==> src/rtl/parking_pkg.sv <==
// Shared types for the car-park control blocks: slot manager FSM, gate controller FSM, default sizes.
package parking_pkg;

    localparam int unsigned DEF_NUM_GATES = 2;
    localparam int unsigned DEF_NUM_SLOTS = 8;

    typedef enum logic [1:0] {
        IDLE      = 2'd0,
        SERVE     = 2'd1,
        WAIT_DROP = 2'd2
    } slot_mgr_state_t;

    typedef enum logic [2:0] {
        GC_IDLE      = 3'd0,
        GC_PW_ENTRY  = 3'd1,
        GC_PW_CHECK  = 3'd2,
        GC_WAIT_SLOT = 3'd3,
        GC_GATE_OPEN = 3'd4,
        GC_LOCKOUT   = 3'd5
    } gate_ctrl_state_t;

endpackage

==> src/rtl/rr_arbiter.sv <==
// Combinational round-robin arbiter: first set request at or after i_ptr wins (wrapping).
module rr_arbiter #(
    parameter  int unsigned N  = 2,
    localparam int unsigned IW = (N > 1) ? $clog2(N) : 1
) (
    input  logic [N-1:0]  i_req,
    input  logic [IW-1:0] i_ptr,
    output logic [N-1:0]  o_grant_c,
    output logic [IW-1:0] o_idx_c
);

    logic        w_found;
    int unsigned w_cand;

    always_comb begin
        o_grant_c = '0;
        o_idx_c   = '0;
        w_found   = 1'b0;
        w_cand    = 0;
        for (int unsigned k = 0; k < N; k++) begin
            w_cand = (32'(i_ptr) + k) % N;
            if (!w_found && i_req[IW'(w_cand)]) begin
                w_found                = 1'b1;
                o_idx_c                = IW'(w_cand);
                o_grant_c[IW'(w_cand)] = 1'b1;
            end
        end
    end

endmodule

==> src/rtl/parking_slot_manager.sv <==
// Central bay allocator: round-robins entry gates, grants the lowest free bay or denies when full,
// releases bays from exit gates and tracks occupancy.
module parking_slot_manager
    import parking_pkg::*;
#(
    parameter int unsigned NUM_GATES = DEF_NUM_GATES,
    parameter int unsigned NUM_SLOTS = DEF_NUM_SLOTS,
    parameter int unsigned SLOT_W    = $clog2(NUM_SLOTS)
) (
    input  logic                 clock,
    input  logic                 reset,
    input  logic [NUM_GATES-1:0] entry_req,
    output logic [NUM_GATES-1:0] entry_grant,
    output logic [NUM_GATES-1:0] entry_deny,
    output logic [SLOT_W-1:0]    slot_id,
    input  logic                 exit_valid,
    input  logic [SLOT_W-1:0]    exit_slot,
    output logic                 exit_err,
    output logic [NUM_SLOTS-1:0] slot_map,
    output logic [SLOT_W:0]      occupancy,
    output logic                 full,
    output logic                 empty
);

    localparam int unsigned GATE_W = $clog2(NUM_GATES);
    localparam int unsigned OCC_W  = SLOT_W + 1;
    localparam int unsigned PAD_W  = 1 << SLOT_W;

    slot_mgr_state_t      r_state;
    slot_mgr_state_t      w_state_nx;
    logic [GATE_W-1:0]    r_gate_sel;
    logic [GATE_W-1:0]    w_gate_sel_nx;
    logic [GATE_W-1:0]    r_rr_ptr;
    logic [GATE_W-1:0]    w_rr_ptr_nx;
    logic [NUM_SLOTS-1:0] r_slot_map;
    logic [NUM_SLOTS-1:0] w_slot_map_nx;
    logic [OCC_W-1:0]     r_occupancy;
    logic [OCC_W-1:0]     w_occupancy_nx;
    logic                 r_exit_err;

    logic [NUM_GATES-1:0] w_arb_grant;
    logic [GATE_W-1:0]    w_arb_idx;
    logic [SLOT_W-1:0]    w_free_idx;
    logic [PAD_W-1:0]     w_clr_pad;
    logic [NUM_SLOTS-1:0] w_clr_mask;
    logic [NUM_SLOTS-1:0] w_set_mask;
    logic                 w_full;
    logic                 w_grant_fire;
    logic                 w_deny_fire;
    logic                 w_exit_ok;

    rr_arbiter #(
        .N (NUM_GATES)
    ) u_rr_arbiter (
        .i_req     (entry_req),
        .i_ptr     (r_rr_ptr),
        .o_grant_c (w_arb_grant),
        .o_idx_c   (w_arb_idx)
    );

    // Lowest-index free bay; only meaningful while the lot is not full.
    always_comb begin
        w_free_idx = '0;
        for (int i = int'(NUM_SLOTS) - 1; i >= 0; i--) begin
            if (!r_slot_map[i]) begin
                w_free_idx = SLOT_W'(i);
            end
        end
    end

    // Out-of-range exit_slot shifts past the bitmap, so it never matches an occupied bay.
    assign w_clr_pad    = PAD_W'(1) << exit_slot;
    assign w_clr_mask   = w_clr_pad[NUM_SLOTS-1:0];
    assign w_set_mask   = NUM_SLOTS'(1) << w_free_idx;
    assign w_exit_ok    = exit_valid && ((w_clr_mask & r_slot_map) != '0);

    assign w_full       = (r_occupancy == OCC_W'(NUM_SLOTS));
    assign w_grant_fire = (r_state == SERVE) && !w_full;
    assign w_deny_fire  = (r_state == SERVE) && w_full;

    always_ff @(posedge clock or posedge reset) begin
        if (reset) begin
            r_state    <= IDLE;
            r_gate_sel <= '0;
            r_rr_ptr   <= '0;
        end else begin
            r_state    <= w_state_nx;
            r_gate_sel <= w_gate_sel_nx;
            r_rr_ptr   <= w_rr_ptr_nx;
        end
    end

    always_comb begin
        w_state_nx    = r_state;
        w_gate_sel_nx = r_gate_sel;
        w_rr_ptr_nx   = r_rr_ptr;
        case (r_state)
            IDLE: begin
                if (w_arb_grant != '0) begin
                    w_gate_sel_nx = w_arb_idx;
                    w_state_nx    = SERVE;
                end
            end
            SERVE: begin
                w_rr_ptr_nx = (r_gate_sel == GATE_W'(NUM_GATES - 1)) ? '0 : r_gate_sel + GATE_W'(1);
                w_state_nx  = WAIT_DROP;
            end
            WAIT_DROP: begin
                // Hold off until the served gate drops its request so it is not served twice.
                if (!entry_req[r_gate_sel]) begin
                    w_state_nx = IDLE;
                end
            end
            default: w_state_nx = IDLE;
        endcase
    end

    // Grant and release in one cycle touch different bays and cancel in the count.
    always_comb begin
        w_slot_map_nx  = r_slot_map;
        w_occupancy_nx = r_occupancy;
        if (w_grant_fire) begin
            w_slot_map_nx = w_slot_map_nx | w_set_mask;
        end
        if (w_exit_ok) begin
            w_slot_map_nx = w_slot_map_nx & ~w_clr_mask;
        end
        if (w_grant_fire && !w_exit_ok) begin
            w_occupancy_nx = r_occupancy + OCC_W'(1);
        end else if (w_exit_ok && !w_grant_fire) begin
            w_occupancy_nx = r_occupancy - OCC_W'(1);
        end
    end

    always_ff @(posedge clock or posedge reset) begin
        if (reset) begin
            r_slot_map  <= '0;
            r_occupancy <= '0;
            r_exit_err  <= 1'b0;
        end else begin
            r_slot_map  <= w_slot_map_nx;
            r_occupancy <= w_occupancy_nx;
            r_exit_err  <= exit_valid && !w_exit_ok;
        end
    end

    assign entry_grant = w_grant_fire ? (NUM_GATES'(1) << r_gate_sel) : '0;
    assign entry_deny  = w_deny_fire  ? (NUM_GATES'(1) << r_gate_sel) : '0;
    assign slot_id     = w_grant_fire ? w_free_idx : '0;
    assign exit_err    = r_exit_err;
    assign slot_map    = r_slot_map;
    assign occupancy   = r_occupancy;
    assign full        = w_full;
    assign empty       = (r_occupancy == '0);

endmodule
==> config.mk <==
export PLATFORM = sky130hd
export DESIGN_NAME = parking_slot_manager
export DESIGN_NICKNAME = d
export VERILOG_FILES = /design/src/rtl/parking_pkg.sv /design/src/rtl/rr_arbiter.sv /design/src/rtl/parking_slot_manager.sv
export SDC_FILE = /design/constraint.sdc
export NUM_CORES = 1
export LEC_CHECK = 0
export BUFFER_PORTS_ARGS = -buffer_cell sky130_fd_sc_hd__buf_2
export CAP_MARGIN = 5
export CORE_MARGIN = 3
export CORE_UTILIZATION = 55
export CTS_CLUSTER_DIAMETER = 50
export DETAILED_ROUTE_END_ITERATION = 7
export PLACE_DENSITY = 0.83
export SLEW_MARGIN = 10
export SYNTH_ARGS = -nofsm -noshare
export SYNTH_HDL_FRONTEND = slang
export SYNTH_SLANG_ARGS = --single-unit
==> constraint.sdc <==
create_clock -name clock -period 4.9 [get_ports clock]
set_input_delay 0.245 -clock clock [delete_from_list [all_inputs] [get_ports clock]]
set_output_delay 0.245 -clock clock [all_outputs]
set_load 0.05 [all_outputs]
==> impl_metrics.json, run 1 <==
{
  "die_w_um": 50.4,
  "critical_path_buf_inv_count": 1,
  "syn_nets": 123,
  "ys.warnings.count": 0,
  "status": "finished clean",
  "yosysTopAreaCellShare_pct": 39.3,
  "wl_met2_um": 1130,
  "fin_setup_tns_ns": 0,
  "min_period_ns": 2.71,
  "drt-met1-wl_um": 1010,
  "dp_hpwl_um": 1790,
  "cp.arrival_ns": 2.88,
  "required_ns": 5.07,
  "worstMarginPinSlew_ns": 0.644,
  "min_path_type": "in2async",
  "fin_crit_sh_pct": 55.3,
  "grt_use_total_pct": 19.8,
  "drtPass1Iterations": 4,
  "async_flop_share_pct": 100,
  "max_cap_viol_count": 0,
  "insertedDiodeCount": 0,
  "io_buffer_count": 29,
  "worst_clock_skew_ns": 0.00144,
  "ctsLongestPathBuffers": 2,
  "hold_violations": 0,
  "viasPerCell": 5.84,
  "grt_overflow": 0,
  "layout.nets": 154,
  "slew_headroom_pct": 57.0,
  "path_clk_slew_ns": 0.10,
  "synth_seq_area_share_pct": 39.3,
  "ys.flop_type": "dfrtp_1",
  "cts_buffers": 3,
  "h-tree-depth": 1,
  "postSynthCellCount": 111,
  "grt_setup_unrepaired": "no",
  "critPathSlowestCell": "dfrtp_1",
  "vias": 969,
  "grt_pass1_vias": 890,
  "remaining_drc_errors": 0,
  "clock-sinks": 17,
  "core_area_um2": 1800,
  "cts_hold_buf": 0,
  "startpoint": "slot_map[1]",
  "gp_congestion": 0.881,
  "cts_setup_buffers": 0,
  "dr.max_layer_used": "met4",
  "synth_cell_types": 42,
  "ys_top_cells_by_area": "dfrtp_1 39%, o21ai_0 6.0%, mux2i_1 4.6%, nand2_1 4.5%, ha_1 3.5%",
  "cpPeakStageDelay_ns": 0.46,
  "die_area_um2": 2540,
  "grt_pass1_wl_um": 3860,
  "crit_path_max_fanout": 7,
  "detail_route.wl_per_cell_um": 14.0,
  "post_cts_resized": 0,
  "fillers": 147,
  "path_cells": "mux2i_1 > o22ai_1 > and2_4 > o31ai_1 > ha_1 > inv_1 > ha_1 > a21o_1 > a2111oi_0 > o31ai_1",
  "grt_max_degree": 18,
  "drive_above_1_share_pct": 30.5,
  "end_kind": "register",
  "ys_ff_latch": 17,
  "worstSetupPathType": "reg2reg",
  "timing.rr.start": "slot_map[1]",
  "drt_iter0_markers": 27,
  "drt-total-wl_um": 2330,
  "max_freq_mhz": 369,
  "clk_latency_ns": 0.29,
  "syn-cell-area_um2": 1080,
  "rows": 15,
  "start_kind": "register",
  "cts-root-buf": "clkbuf_4",
  "postRouteAntennaNets": 0,
  "critical-path-top-delay-family": "compound AO/OA/AOI/OAI gates",
  "wl_met3_um": 177,
  "synth_edf_count": 0,
  "finalMaxSlewViolations": 0,
  "synthToLayoutAreaGrowth_pct": 16.7,
  "yosysTopAreaCell": "dfrtp_1",
  "die_h_um": 50.4,
  "finalSetupViolations": 0,
  "syn_avg_cell_area_um2": 9.76,
  "io-pin-count": 30,
  "start_util_pct": 60.1,
  "cts_tree": "done",
  "grt_antenna_before_repair": 0
}
cell families after synthesis:
logic type      synth area share, %
mux                            5.66
simple gates                   23.8
compound gates                 20.7
flops                          39.3
buf+inv                        3.70
fa+ha+maj                      5.31
xor+xnor                       1.62
sequential cells by signal (all words and copies together) (netlist names):
| register | flops |
|---|---|
| r_state | 2 |
| occupancy | 4 |
| exit_err | 1 |
| r_rr_ptr | 1 |
| r_gate_sel | 1 |
| slot_map | 8 |
final timing paths:
kind / slack, ns / depth (start not counted) / endpoint
worst min register to register: 0.50 / 2 / r_rr_ptr
worst max register to register: 2.19 / 10 / occupancy[3]
worst min-delay path: 0.02 / 2 / r_state[0]
max in group asynchronous: 4.47 / 2 / slot_map[0]
worst max-delay path: 2.19 / 10 / occupancy[3]
min in group clock: 0.15 / 2 / r_gate_sel
Yosys cell counts (3+ instances only):
cell      number
dfrtp_1       17
nand2_1       13
o21ai_0       13
inv_1          5
mux2i_1        5
nor3_1         5
a21oi_1        4
nand2b_1       4
o21ai_1        4
ha_1           3
o31ai_1        3
layer usage:
metal  global-route usage [%]  vias to the layer above
met5                        0                        -
met4                     7.17                        0
met3                     3.86                        2
met2                     32.4                       41
met1                     26.0                      462
li1                         -                      464
layout make-up:
class	instances	area [um^2]	share of cell area, %
tap	25	31.3	2.47
inverter	5	18.8	1.48
sequential	17	425	33.6
multi-input combinational	86	618	48.9
clock buffer	4	26.3	2.08
timing repair buffer	29	145	11.5
metrics by stage:
stage | cells | cell area (um^2) | hold WS [ns] | worst slack [ns] | util, %
6_report | 166 | 1260 | 0.0234 | 2.19 | 70.2
5_1_grt | 166 | 1260 | 0.0643 | 1.85 | 70.2
4_1_cts | 166 | 1260 | 0.0370 | 2.20 | 70.2
3_5_place_dp | 162 | 1240 | 0.357 | 2.20 | 68.8
3_3_place_gp | 162 | 1240 | 0.358 | 2.39 | 68.8
2_1_floorplan | 111 | 1080 | 0.171 | 1.88 | -
cells in the final DEF, fill, tap and decap left out, drive strengths merged:
cell type  instances
and4b              1
o22ai              1
o2111ai            1
buf               29
nor2               3
o21ai             17
o31ai              4
a41oi              1
nor4               1
and3               1
o21a               1
ha                 3
dfrtp             17
or3                1
nand2             13
a31oi              1
a21oi              5
or2b               1
nand4              1
xnor2              2
a2111oi            1
and2               3
a21boi             1
mux2               1
nand2b             5
a21o               1
fa                 1
nand3              1
inv                5
nor2b              1
nor4b              2
nor3b              1
mux2i              5
nor3               5
clkbuf             4
Power of run 1 is not shown: default switching activity piles up to over one toggle a cycle in this logic, so the estimate is an artifact.
==> run 2: changes to the inputs <==
- CORE_UTILIZATION: 55 -> 51
- PLACE_DENSITY: 0.83 -> 0.78
- clock period: 4.9 -> 2.8 ns (I/O delays scaled with it)
==> impl_metrics.json, run 2 (synthesis gave the netlist of run 1 again) <==
{
  "dp_hpwl_um": 1950,
  "status": "finished clean",
  "viasPerCell": 5.70,
  "worst_clock_skew_ns": 0.00494,
  "grt_overflow": 0,
  "ctsLongestPathBuffers": 2,
  "hold_violations": 0,
  "cts_tree": "done",
  "max_cap_viol_count": 0,
  "remaining_drc_errors": 0,
  "start_util_pct": 54.7,
  "grt_setup_unrepaired": "no",
  "fin_crit_sh_pct": 93.2,
  "h-tree-depth": 1,
  "io_buffer_count": 29,
  "grt_pass1_vias": 923,
  "clock-sinks": 17,
  "grt_use_total_pct": 20.2,
  "critical-path-top-delay-family": "compound AO/OA/AOI/OAI gates",
  "fin_setup_tns_ns": 0,
  "crit_path_max_fanout": 7,
  "min_period_ns": 2.61,
  "critPathSlowestCell": "dfrtp_1",
  "cpPeakStageDelay_ns": 0.45,
  "die_area_um2": 2710,
  "die_h_um": 52.1,
  "final_cell_mix": "29 x buf_2, 13 x o21ai_0, 13 x nand2_1, 13 x dfrtp_1",
  "start_kind": "register",
  "largest_register_ffs": 8,
  "cp.arrival_ns": 2.78,
  "min_path_type": "in2reg",
  "required_ns": 2.97,
  "slew_headroom_pct": 56.6,
  "rows": 16,
  "end_kind": "register",
  "clk_latency_ns": 0.29,
  "fillers": 159,
  "path_clk_slew_ns": 0.10,
  "io-pin-count": 30,
  "drt_iter0_markers": 21,
  "postRouteAntennaNets": 0,
  "cts_setup_buffers": 0,
  "finalSetupViolations": 0,
  "drt-total-wl_um": 2510,
  "grt_pass1_wl_um": 4130,
  "core_area_um2": 1980,
  "die_w_um": 52.1,
  "max_freq_mhz": 383,
  "grt_max_degree": 18,
  "grt_antenna_before_repair": 0,
  "critical_path_buf_inv_count": 1,
  "final_common_cell": "buf_2",
  "synthToLayoutAreaGrowth_pct": 22.1,
  "detail_route.wl_per_cell_um": 14.7,
  "worstSetupPathType": "reg2reg",
  "critPathMostFrequentCell": "mux2i_1",
  "worstMarginPinSlew_ns": 0.650,
  "gp_congestion": 0.849,
  "path_cells": "mux2i_1 > o22ai_1 > and2_4 > o31ai_2 > ha_4 > inv_1 > ha_1 > a21o_1 > a21oi_1 > mux2i_1 > o31ai_1",
  "finalMaxSlewViolations": 0,
  "drtPass1Iterations": 4,
  "layout.nets": 157,
  "insertedDiodeCount": 0,
  "cts-root-buf": "clkbuf_4",
  "drive_above_1_share_pct": 36.8,
  "cts_buffers": 3,
  "vias": 974
}
-- run 2: cell types whose count changed in the layout (fill, tap and decap cells not counted) --
cell and change:
dfrtp_1 -4, dfrtp_2 +4, buf_4 +2, a2111oi_0 -1, a2111oi_2 +1, clkbuf_1 -1
clkinv_2 +1, dlygate4sd3_1 +1, ha_1 -1, ha_4 +1, o31ai_1 -1, o31ai_2 +1
-- run 2: area by class of cell --
class | count | area, um^2 | share of cell area, %
multi-input cells | 86 | 642 | 48.5
flip-flops and latches | 17 | 430 | 32.5
repair buffers | 32 | 170 | 12.9
well taps | 27 | 33.8 | 2.55
clock buffers | 3 | 22.5 | 1.70
inverters | 5 | 18.8 | 1.42
clock inverters | 1 | 5.00 | 0.378
-- run 2: worst paths after layout --
| path | start | end | slack, ns | cells after the start |
|---|---|---|---|---|
| setup reg to reg | slot_map[1] | occupancy[3] | 0.19 | 11 |
| max in group asynchronous | reset | occupancy[3] | 1.88 | 3 |
| hold reg to reg | r_rr_ptr | r_rr_ptr | 0.53 | 2 |
| hold / removal | entry_req[0] | r_gate_sel | 0.04 | 2 |
| min in group asynchronous | reset | slot_map[0] | 0.47 | 3 |
| setup / recovery | slot_map[1] | occupancy[3] | 0.19 | 11 |
-- run 2: worst register-to-register path, cell delays in order (launching register included) --
cell and delay [ns]:
dfrtp_1 0.45, mux2i_1 0.15, o22ai_1 0.10, and2_4 0.17
o31ai_2 0.33, ha_4 0.20, inv_1 0.09, ha_1 0.29
a21o_1 0.21, a21oi_1 0.19, mux2i_1 0.22, o31ai_1 0.09
-- run 2: per-layer routing --
layer / routed length [um] / vias up / share of wire [%] / track usage [%]
li1: - / 474 / - / -
met1: 1090 / 459 / 43 / 26.4
met2: 1240 / 36 / 49 / 34.1
met3: 151 / 5 / 6.0 / 3.72
met4: 29 / 0 / 1.2 / 5.24
met5: 0 / - / 0 / 0
-- run 2: repair_timing --
item	CTS	global route
hold endpoints to repair	17	0
setup endpoints to repair	0	1
hold buffers	1	0
gates resized for setup	0	1
-- run 2: stage by stage --
stage | util (%) | hold WS, ns | worst slack [ns] | std cells | area, um^2
4_1_cts | 66.5 | 0.0396 | 0.113 | 171 | 1320
3_3_place_gp | 64.6 | 0.263 | 0.239 | 166 | 1280
6_report | 66.7 | 0.0427 | 0.191 | 171 | 1320
5_1_grt | 66.7 | 0.0611 | 0.0154 | 171 | 1320
2_1_floorplan | - | 0.0658 | 0.00667 | 111 | 1110
3_5_place_dp | 64.6 | 0.272 | 0.143 | 166 | 1280
Power of run 2 is left out for the same reason.
==> run 3: changes to the inputs <==
- CORE_UTILIZATION: 51 -> 46
- PLACE_DENSITY: 0.78 -> 0.74
- clock period: 2.8 -> 2.3 ns (I/O delays scaled with it)
==> impl_metrics.json, run 3 (synthesis gave the netlist of run 1 again) <==
{
  "final_cell_mix": "29 x buf_2, 16 x buf_4, 13 x nand2_1, 13 x dfrtp_1, 12 x o21ai_0",
  "detail_route.wl_per_cell_um": 13.9,
  "ctsLongestPathBuffers": 2,
  "grt_setup_unrepaired": "yes",
  "clk_latency_ns": 0.30,
  "path_cells": "mux2i_1 > o21ai_1 > and2_4 > o31ai_2 > buf_4 > ha_4 > inv_4 > ha_4 > a21o_1 > a21oi_2 > mux2i_1 > o31ai_1",
  "worstSetupPathType": "reg2reg",
  "start_util_pct": 51.5,
  "grt_max_degree": 18,
  "end_kind": "register",
  "viasPerCell": 5.61,
  "die_area_um2": 2970,
  "remaining_drc_errors": 0,
  "violations": "setup timing",
  "drt_iter0_markers": 18,
  "postRouteAntennaNets": 0,
  "grt_overflow": 0,
  "path_clk_slew_ns": 0.11,
  "layout.nets": 172,
  "grt_antenna_before_repair": 0,
  "grt_pass1_vias": 949,
  "core_area_um2": 2100,
  "gp_congestion": 0.783,
  "rows": 16,
  "hold_violations": 0,
  "cpPeakStageDelay_ns": 0.40,
  "required_ns": 2.47,
  "dp_hpwl_um": 2000,
  "largest_register_ffs": 8,
  "grt_pass1_wl_um": 4220,
  "status": "complete, but fails checks",
  "critical_path_buf_inv_count": 2,
  "worst_slack_ns": -0.0674,
  "synthToLayoutAreaGrowth_pct": 37.1,
  "insertedDiodeCount": 0,
  "cp.arrival_ns": 2.53,
  "die_h_um": 54.5,
  "drt-total-wl_um": 2590,
  "max_cap_viol_count": 0,
  "fin_crit_sh_pct": 103,
  "min_period_ns": 2.37,
  "slew_headroom_pct": 55.5,
  "clock-sinks": 17,
  "min_path_type": "in2reg",
  "h-tree-depth": 1,
  "max_freq_mhz": 422,
  "pre_cts_ws_ns": -0.129,
  "fin_setup_tns_ns": -0.0674,
  "cts_tree": "done",
  "cts_buffers": 3,
  "drtPass1Iterations": 4,
  "finalSetupViolations": 1,
  "worstMarginPinSlew_ns": 0.667,
  "vias": 1044,
  "start_kind": "register",
  "critical-path-top-delay-family": "compound AO/OA/AOI/OAI gates",
  "crit_path_max_fanout": 3,
  "io_buffer_count": 29,
  "io-pin-count": 30,
  "finalMaxSlewViolations": 0,
  "grt_use_total_pct": 19.6,
  "drive_above_1_share_pct": 45.9,
  "die_w_um": 54.5,
  "final_common_cell": "buf_2",
  "fillers": 179,
  "cts-root-buf": "clkbuf_4",
  "critPathSlowestCell": "dfrtp_1",
  "worst_clock_skew_ns": 0.0167
}
## run 3: area by class of cell
type | count | area (um^2) | area share (%)
Clock buffer | 3 | 22.5 | 1.52
Clock inverter | 1 | 7.51 | 0.505
Inverter | 5 | 21.3 | 1.43
Multi-Input combinational cell | 86 | 684 | 46.1
Sequential cell | 17 | 430 | 29.0
Tap cell | 27 | 33.8 | 2.27
Timing Repair Buffer | 47 | 285 | 19.2
## run 3: final timing paths
| path | start | end | slack [ns] | cells past startpoint |
|---|---|---|---|---|
| max | slot_map[6] | occupancy[3] | -0.07 | 12 |
| min | entry_req[1] | r_state[0] | 0.05 | 2 |
| max reg2reg | slot_map[6] | occupancy[3] | -0.07 | 12 |
| min reg2reg | r_rr_ptr | r_rr_ptr | 0.50 | 2 |
| max in group asynchronous | reset | occupancy[3] | 1.38 | 3 |
| min in group asynchronous | reset | occupancy[0] | 0.44 | 3 |
## run 3: what timing repair did
item,in CTS,in global routing
endpoints found under the setup margin,1,3
setup buffers,3,2
hold buffers,2,0
pin swaps,7,1
hold endpoints to repair,18,0
resized for setup,4,2
## run 3: metal layers
layer | GRT usage [%] | routed length, um | part of all wire [%]
met2 | 32.1 | 1270 | 49
met5 | 0 | 0 | 0
met3 | 5.99 | 155 | 6.0
met1 | 25.6 | 1160 | 45
met4 | 3.73 | 0 | 0
## run 3: stage by stage
stage / std cells / utilization, % / cell area [um^2] / hold WS (ns)
CTS: 184 / 69.6 / 1460 / 0.0488
global route: 186 / 70.7 / 1490 / 0.0541
finish: 186 / 70.7 / 1490 / 0.0525
detailed placement: 175 / 65.2 / 1370 / 0.244
floorplan: 111 / - / 1130 / 0.0408
global placement: 175 / 65.2 / 1370 / 0.245
Power of run 3 is left out for the same reason.
